### config.mk
export PLATFORM = sky130hd
export DESIGN_NAME = sipo_deserializer
export DESIGN_NICKNAME = d
export VERILOG_FILES = /design/src/rtl/sipo_deserializer_pkg.sv /design/src/rtl/sipo_deserializer_out_buf.sv /design/src/rtl/sipo_deserializer.sv
export SDC_FILE = /design/constraint.sdc
export NUM_CORES = 1
export LEC_CHECK = 0
export CAP_MARGIN = 40
export CORE_AREA = 2 2 39 41
export DETAILED_ROUTE_END_ITERATION = 12
export DIE_AREA = 0 0 41 43
export GPL_ROUTABILITY_DRIVEN = 1
export PLACE_DENSITY = 0.74
export SLEW_MARGIN = 25
export SYNTH_ARGS = -nofsm -noshare
export SYNTH_HDL_FRONTEND = slang
export SYNTH_SLANG_ARGS = --single-unit
### constraint.sdc
create_clock -name clk -period 2.8 [get_ports clk]
set_clock_uncertainty 0.1 [all_clocks]
set_input_delay 0.28 -clock clk [delete_from_list [all_inputs] [get_ports clk]]
set_output_delay 0.28 -clock clk [all_outputs]
set_load 0.005 [all_outputs]
### src/rtl/sipo_deserializer_pkg.sv
// Shared definitions for the PISO/SIPO serial link.
// Both ends import this package, so they always agree on word size and bit order.
package sipo_deserializer_pkg;

    // Receiver framing state.
    typedef enum logic {
        IDLE  = 1'b0,
        SHIFT = 1'b1
    } state_t;

    // Word size used by both the transmitter and the receiver.
    localparam int LINK_WIDTH = 4;

    // 1: the first bit on the line is the word MSB. 0: the first bit is the LSB.
    localparam bit LINK_MSB_FIRST = 1'b1;

endpackage : sipo_deserializer_pkg

### src/rtl/sipo_deserializer_out_buf.sv
// One-entry valid/ready holding register for completed words.
// Also owns the sticky overrun flag.
// A completed word is dropped when the buffer is full and is not being drained that cycle.
module sipo_deserializer_out_buf
    import sipo_deserializer_pkg::*;
#(
    parameter int WIDTH = LINK_WIDTH
) (
    input  logic             clk,
    input  logic             reset_n,
    input  logic             i_word_valid,
    input  logic [WIDTH-1:0] i_word,
    input  logic             i_ready,
    input  logic             i_clr_err,
    output logic [WIDTH-1:0] o_data,
    output logic             o_valid,
    output logic             o_overrun
);

    logic [WIDTH-1:0] r_data;
    logic             r_valid;
    logic             r_overrun;
    logic             w_room;

    // The buffer can take a new word if it is empty or is being drained this cycle.
    assign w_room = !r_valid || i_ready;

    // Load, drain, or hold the buffered word.
    // NOTE: state registers use non-blocking assignments, so every flop samples pre-edge values.
    always_ff @(posedge clk or negedge reset_n) begin
        if (!reset_n) begin
            r_data  <= '0;
            r_valid <= 1'b0;
        end else if (i_word_valid && w_room) begin
            r_data  <= i_word;
            r_valid <= 1'b1;
        end else if (r_valid && i_ready) begin
            r_valid <= 1'b0;
        end
    end

    // Overrun is sticky. A new drop in the same cycle as clr_err wins over the clear.
    always_ff @(posedge clk or negedge reset_n) begin
        if (!reset_n) begin
            r_overrun <= 1'b0;
        end else if (i_word_valid && !w_room) begin
            r_overrun <= 1'b1;
        end else if (i_clr_err) begin
            r_overrun <= 1'b0;
        end
    end

    assign o_data    = r_data;
    assign o_valid   = r_valid;
    assign o_overrun = r_overrun;

endmodule : sipo_deserializer_out_buf

### src/rtl/sipo_deserializer.sv
// Serial-in, parallel-out receiver for the PISO link.
// It frames WIDTH bits, starting on s_sync, into a word.
// The word goes to a one-entry valid/ready output buffer.
module sipo_deserializer
    import sipo_deserializer_pkg::*;
#(
    parameter int WIDTH     = LINK_WIDTH,
    parameter bit MSB_FIRST = LINK_MSB_FIRST
) (
    input  logic             clk,
    input  logic             reset_n,
    input  logic             s_in,
    input  logic             s_valid,
    input  logic             s_sync,
    output logic [WIDTH-1:0] p_data,
    output logic             p_valid,
    input  logic             p_ready,
    output logic             busy,
    output logic             frame_err,
    output logic             overrun,
    input  logic             clr_err
);

    localparam int               CNT_W    = $clog2(WIDTH);
    localparam logic [CNT_W-1:0] CNT_ONE  = CNT_W'(1);
    localparam logic [CNT_W-1:0] CNT_LAST = CNT_W'(WIDTH - 1);

    state_t           r_state;
    state_t           w_state_next;
    logic [WIDTH-1:0] r_sreg;
    logic [WIDTH-1:0] w_sreg_next;
    logic [CNT_W-1:0] r_cnt;
    logic [CNT_W-1:0] w_cnt_next;
    logic             r_frame_err;
    logic             w_frame_err_next;
    logic             w_word_done;
    logic [WIDTH-1:0] w_shifted;
    logic [WIDTH-1:0] w_loaded;

    // The shift register with the current bit appended, and a fresh word holding only this bit.
    assign w_shifted = MSB_FIRST ? {r_sreg[WIDTH-2:0], s_in} : {s_in, r_sreg[WIDTH-1:1]};
    assign w_loaded  = MSB_FIRST ? {{(WIDTH-1){1'b0}}, s_in} : {s_in, {(WIDTH-1){1'b0}}};

    // Register the framing state, the shift register, the bit count and the frame-error pulse.
    always_ff @(posedge clk or negedge reset_n) begin
        if (!reset_n) begin
            r_state     <= IDLE;
            r_sreg      <= '0;
            r_cnt       <= '0;
            r_frame_err <= 1'b0;
        end else begin
            r_state     <= w_state_next;
            r_sreg      <= w_sreg_next;
            r_cnt       <= w_cnt_next;
            r_frame_err <= w_frame_err_next;
        end
    end

    // Next-state logic: frame on s_sync, count accepted bits, detect completion and resync.
    // NOTE: each output of this block gets a default first, so no path can leave it unassigned and infer a latch.
    always_comb begin
        w_state_next     = r_state;
        w_sreg_next      = r_sreg;
        w_cnt_next       = r_cnt;
        w_frame_err_next = 1'b0;
        w_word_done      = 1'b0;

        if (s_valid) begin
            case (r_state)
                IDLE: begin
                    if (s_sync) begin
                        w_sreg_next  = w_loaded;
                        w_cnt_next   = CNT_ONE;
                        w_state_next = SHIFT;
                    end
                end
                SHIFT: begin
                    if (s_sync) begin
                        // A sync arriving mid-word restarts framing on this bit.
                        w_sreg_next      = w_loaded;
                        w_cnt_next       = CNT_ONE;
                        w_frame_err_next = 1'b1;
                    end else begin
                        w_sreg_next = w_shifted;
                        if (r_cnt == CNT_LAST) begin
                            w_word_done  = 1'b1;
                            w_cnt_next   = '0;
                            w_state_next = IDLE;
                        end else begin
                            w_cnt_next = r_cnt + CNT_ONE;
                        end
                    end
                end
                default: w_state_next = IDLE;
            endcase
        end
    end

    sipo_deserializer_out_buf #(
        .WIDTH (WIDTH)
    ) u_out_buf (
        .clk          (clk),
        .reset_n      (reset_n),
        .i_word_valid (w_word_done),
        .i_word       (w_shifted),
        .i_ready      (p_ready),
        .i_clr_err    (clr_err),
        .o_data       (p_data),
        .o_valid      (p_valid),
        .o_overrun    (overrun)
    );

    assign busy      = (r_state == SHIFT);
    assign frame_err = r_frame_err;

endmodule : sipo_deserializer

* Word-level counts from Yosys, hierarchy flattened
Cells that the tools add are included.
** Word-level totals
- Logic and storage cells :: 41
- Output and inout bits :: 8
- Register bits after elaboration :: 13
** Cells by class
- Bitwise logic cells :: 1
- Multiplexer cells :: 21
- $add $sub $neg :: 1
- Reductions and logical operators :: 9
- Eq/ne operators :: 2
** Operator list (count)
- two-way mux 1 bit :: 13
- two-way mux 2 bit :: 3
- two-way mux 3 bit :: 2
- case mux 3 bit (2 select lines) :: 1
- case mux 2 bit (2 select lines) :: 1
- nonzero test 2 bit :: 2
- logical AND 1 bit :: 3
- adder 2 x 1 -> 2 bit, second input constant :: 1
- == test 2 bit, second input constant :: 1
- logical NOT 1 bit :: 2
- != test 2 bit, second input constant :: 1
- case mux 1 bit (2 select lines) :: 1
- AND reduction 2 bit :: 1
- logical OR 1 bit :: 1
- NOT 1 bit :: 1

* Logic depth before layout (Yosys ltp)
- Depth in word-level cells :: 7
- Mapped depth :: 4

* Cells and area by module
A second synthesis with hierarchy kept.
** Unflattened totals
- Cell total of the unflattened synthesis :: 45
- Area, all modules :: 595.6 um^2
** Modules (own cells, without submodules)
- sipo_deserializer :: cells an instance 29, area an instance 342.8 um^2, times used 1
- sipo_deserializer_out_buf :: cells an instance 16, area an instance 252.7 um^2, times used 1

* Least setup slack after synthesis
OpenSTA, ideal clock, no wires.
- Path kind :: reg-to-reg
- Start :: reg r_cnt[0]
- End :: reg u_out_buf.r_data[0] (netlist: u_out_buf.o_data[0])
- Data arrival time :: 1199 ps
- Path slack :: 1376 ps
- Period minus slack after synthesis :: 1424 ps
- Buffers on the path :: 0
- Library setup time :: 125 ps
- Stages on the path, launching flop included :: 5
- Cell sequence :: dfrtp_1 > ha_1 > nand4b_4 > nor2b_4 > mux2_4
** Between the ends
- Longest elaborated chain between the ends :: 6
** Ends and longest elaborated chain
- from (decl) :: RTL line sipo_deserializer.sv:32 : logic [CNT_W-1:0] r_cnt;
- from (signal assigned) :: RTL line sipo_deserializer.sv:54 : r_cnt <= w_cnt_next;
- == test 2 bit :: RTL line sipo_deserializer.sv:85 : if (r_cnt == CNT_LAST) begin
- two-way mux 1 bit :: RTL line sipo_deserializer.sv:85
- two-way mux 1 bit :: RTL line sipo_deserializer.sv:78 : if (s_sync) begin
- two-way mux 1 bit :: RTL line sipo_deserializer.sv:69 : case (r_state)
- two-way mux 1 bit :: RTL line sipo_deserializer.sv:68 : if (s_valid) begin
- logical AND 1 bit :: RTL line sipo_deserializer_out_buf.sv:34 : end else if (i_word_valid && w_room) begin
- to (signal assigned) :: RTL line sipo_deserializer_out_buf.sv:35 : r_data <= i_word;
- to (decl) :: RTL line sipo_deserializer_out_buf.sv:20 : logic [WIDTH-1:0] r_data;
Every way passes these cells.
A chain may end at the register's enable or synchronous reset.

* Worst setup path after layout
- Start :: reg r_state (netlist: busy)
- End :: out busy
** RTL lines
- from (decl) :: RTL line sipo_deserializer.sv:28 : state_t r_state;
- from (signal assigned) :: RTL line sipo_deserializer.sv:52 : r_state <= w_state_next;
- to (decl) :: RTL line sipo_deserializer.sv:18 : output logic busy,
No word-level cell between the ends.

==> run summary <==
Area Growth Syn to Fin -> 28.9%
cells after synthesis -> 47
setup TNS -> 0 ns
register area share after synthesis -> 54.9%
switching share of power -> 28.2%
crit path time final -> 1.77 ns
share of cells above drive strength 1 -> 15.9%
slew margin rel. -> 63.7%
Worst-Margin Slew -> 0.542 ns
Tot GR Track Use -> 13.1%
Crit Path Max Fanout -> 12
run status -> completed
CP Cell Sequence -> clkdlybuf4s50_1
vias in the first global route -> 383
Core Area -> 1380 um2
RSZ-0062 raised after global routing -> false
layout net count -> 72
Slowest-stage cell, CP -> clkdlybuf4s50_1
Static Leakage -> 0.359 nW
DR WL/cell -> 11.9 um
largest net degree at the start of global routing -> 14
syn_nets -> 55
total power -> 0.608 mW
routability congestion estimate -> 0.697
average cell area after synthesis -> 12.6 um2
Port Buffers -> 14
Post-CTS Setup Bufs -> 0
synth warn -> 0
synthesized area -> 593 um2
Synth Register Bits -> 13
Via Count -> 402
die height -> 43 um
type of origin of the critical path -> register
HP Class -> in -> async
WP buf/inv -> 1
Max Cap Violations -> 0
number of diodes -> 0
Netlist cell types -> 18
DRT iter0 DRCs -> 4
fmax -> 565 MHz
first-pass GRT wire length -> 1.51 mm
Worst Setup End Kind -> primary output
Net Switching -> 0.172 mW
clk buf depth -> 2
Num CTS Buffers -> 3
antenna-violating nets left -> 0
Max VDD drop -> 261 uV
endpoints failing hold -> 0
Die Area -> 1760 um2
WL final -> 943 um
Clk Latency, worst-skew pair -> 0.26 ns
Setup violations, final -> 0
Num Clock Sinks -> 13
PwrDens -> 796 nW/um2
Combinational Power Share -> 34.6%
CTS tree -> done
Initial Utilization -> 42.9%
Site Rows -> 14
Pre-antenna DRT Iters -> 4
cts hold-fix bufs -> 0
I/O pin cnt -> 15
Crit Path Category -> reg -> out
post_cts resized -> 0
crit-path max cell delay -> 0.57 ns
Die Wd -> 41 um
CP top delay family -> buffers and inverters
initial antenna violation count -> 0
Pint -> 0.437 mW
Final Core Density -> 55.2%
Clk network pwr share -> 17.7%
sequential power share -> 47.7%
Slew Viols, Final -> 0
GR Overflow Total -> 0
clock slew at reported path FFs -> 0.08 ns
part of the cycle the worst path needs -> 63.3%
data arrival time of the worst path -> 1.39 ns
DRC -> 0
Worst EP required -> 2.42 ns
vias per cell -> 5.09
depth of the CTS H-tree -> 1
clock root cell -> clkbuf_4
-- path summary, 6_finish.rpt --
| kind | startpoint | end | slack [ns] | depth (start not counted) |
|---|---|---|---|---|
| setup / recovery | busy$_DFFE_PN0P_ | busy | 1.03 | 1 |
| hold / removal | reset_n | u_out_buf.o_overrun$_DFFE_PN0P_ | 0.27 | 1 |
| setup reg to reg | r_cnt[0]$_DFFE_PN0P_ | u_out_buf.o_data[1]$_DFFE_PN0P_ | 1.28 | 4 |
| hold reg to reg | u_out_buf.o_data[3]$_DFFE_PN0P_ | u_out_buf.o_data[3]$_DFFE_PN0P_ | 0.41 | 1 |
| max in group asynchronous | reset_n | r_sreg[2]$_DFFE_PN0P_ | 1.97 | 1 |
| min in group clk | u_out_buf.o_data[3]$_DFFE_PN0P_ | u_out_buf.o_data[3]$_DFFE_PN0P_ | 0.41 | 1 |
-- registers in the layout, summed over array words and instances, names as in the netlist --
register	flops
frame_err	1
u_out_buf.o_data	4
u_out_buf.o_overrun	1
r_sreg	3
busy	1
r_cnt	2
u_out_buf.o_valid	1
-- Yosys cell counts --
library cell  instances  area (um2)
o21a_1                2        15.0
mux2_2                1        11.3
nand2b_1              1        6.26
nor3b_1               1        7.51
buf_4                 2        15.0
o22a_1                1        8.76
nor2b_4               1        13.8
nand2_1               5        18.8
ha_1                  1        12.5
o21ai_0               2        10.0
dfrtp_1              13         325
and3_1                1        6.26
nand4b_4              1        23.8
a22o_1                1        8.76
inv_1                 4        15.0
nand3_1               2        10.0
o22ai_1               4        25.0
mux2_4                4        60.1
-- kinds of logic after synthesis --
kind of cell | Yosys count | synth area share [%]
buffers and inverters | 6 | 5.06
AOI/OAI and AO/OA | 10 | 11.4
muxes | 5 | 12.0
and+or+nand+nor | 12 | 14.6
DFF | 13 | 54.9
adders and majority gates | 1 | 2.11
-- area by class of cell --
class,instances,area [um2]
Tap cell,16,20.0
Clock buffer,4,26.3
Timing Repair Buffer,14,140
Fill cell,131,619
Inverter,4,15.0
Multi-Input combinational cell,28,238
Sequential cell,13,325
-- stage by stage --
| step | instance area, um2 | std cells | worst slack, ns | hold slack (ns) |
|---|---|---|---|---|
| final | 764 | 79 | 1.03 | 0.269 |
| after global routing | 764 | 79 | 0.947 | 0.313 |
| after CTS | 764 | 79 | 1.02 | 0.289 |
| after detailed placement | 738 | 75 | 0.835 | 0.405 |
| after global placement | 738 | 75 | 0.892 | 0.395 |
| after floorplan | 593 | 47 | 1.38 | -0.116 |
-- cells in the final DEF, fill, tap and decap left out, drive strengths merged --
cell / count
clkdlybuf4s50: 14
dfrtp: 13
nand2: 5
mux2: 5
inv: 4
o22ai: 4
clkbuf: 4
nand3: 2
o21a: 2
o21ai: 2
and3: 1
nand4b: 1
nand2b: 1
nor2b: 1
nor3b: 1
a22o: 1
o22a: 1
ha: 1
-- routing by layer --
metal | wire length [um] | GRT usage, %
met5 | 0 | 0
met4 | 12 | 6.00
met3 | 54 | 4.71
met2 | 446 | 20.3
met1 | 429 | 15.3
-- power by group through the flow --
stage	Sequential (mW)	Combinational, mW	Clock [mW]
6_report	0.290	0.210	0.108
5_1_grt	0.297	0.235	0.120
4_1_cts	0.291	0.214	0.112
3_5_place_dp	0.295	0.213	0
3_3_place_gp	0.292	0.209	0
2_1_floorplan	0.279	0.136	0
Note: power is estimated with default switching activity, not from simulation.
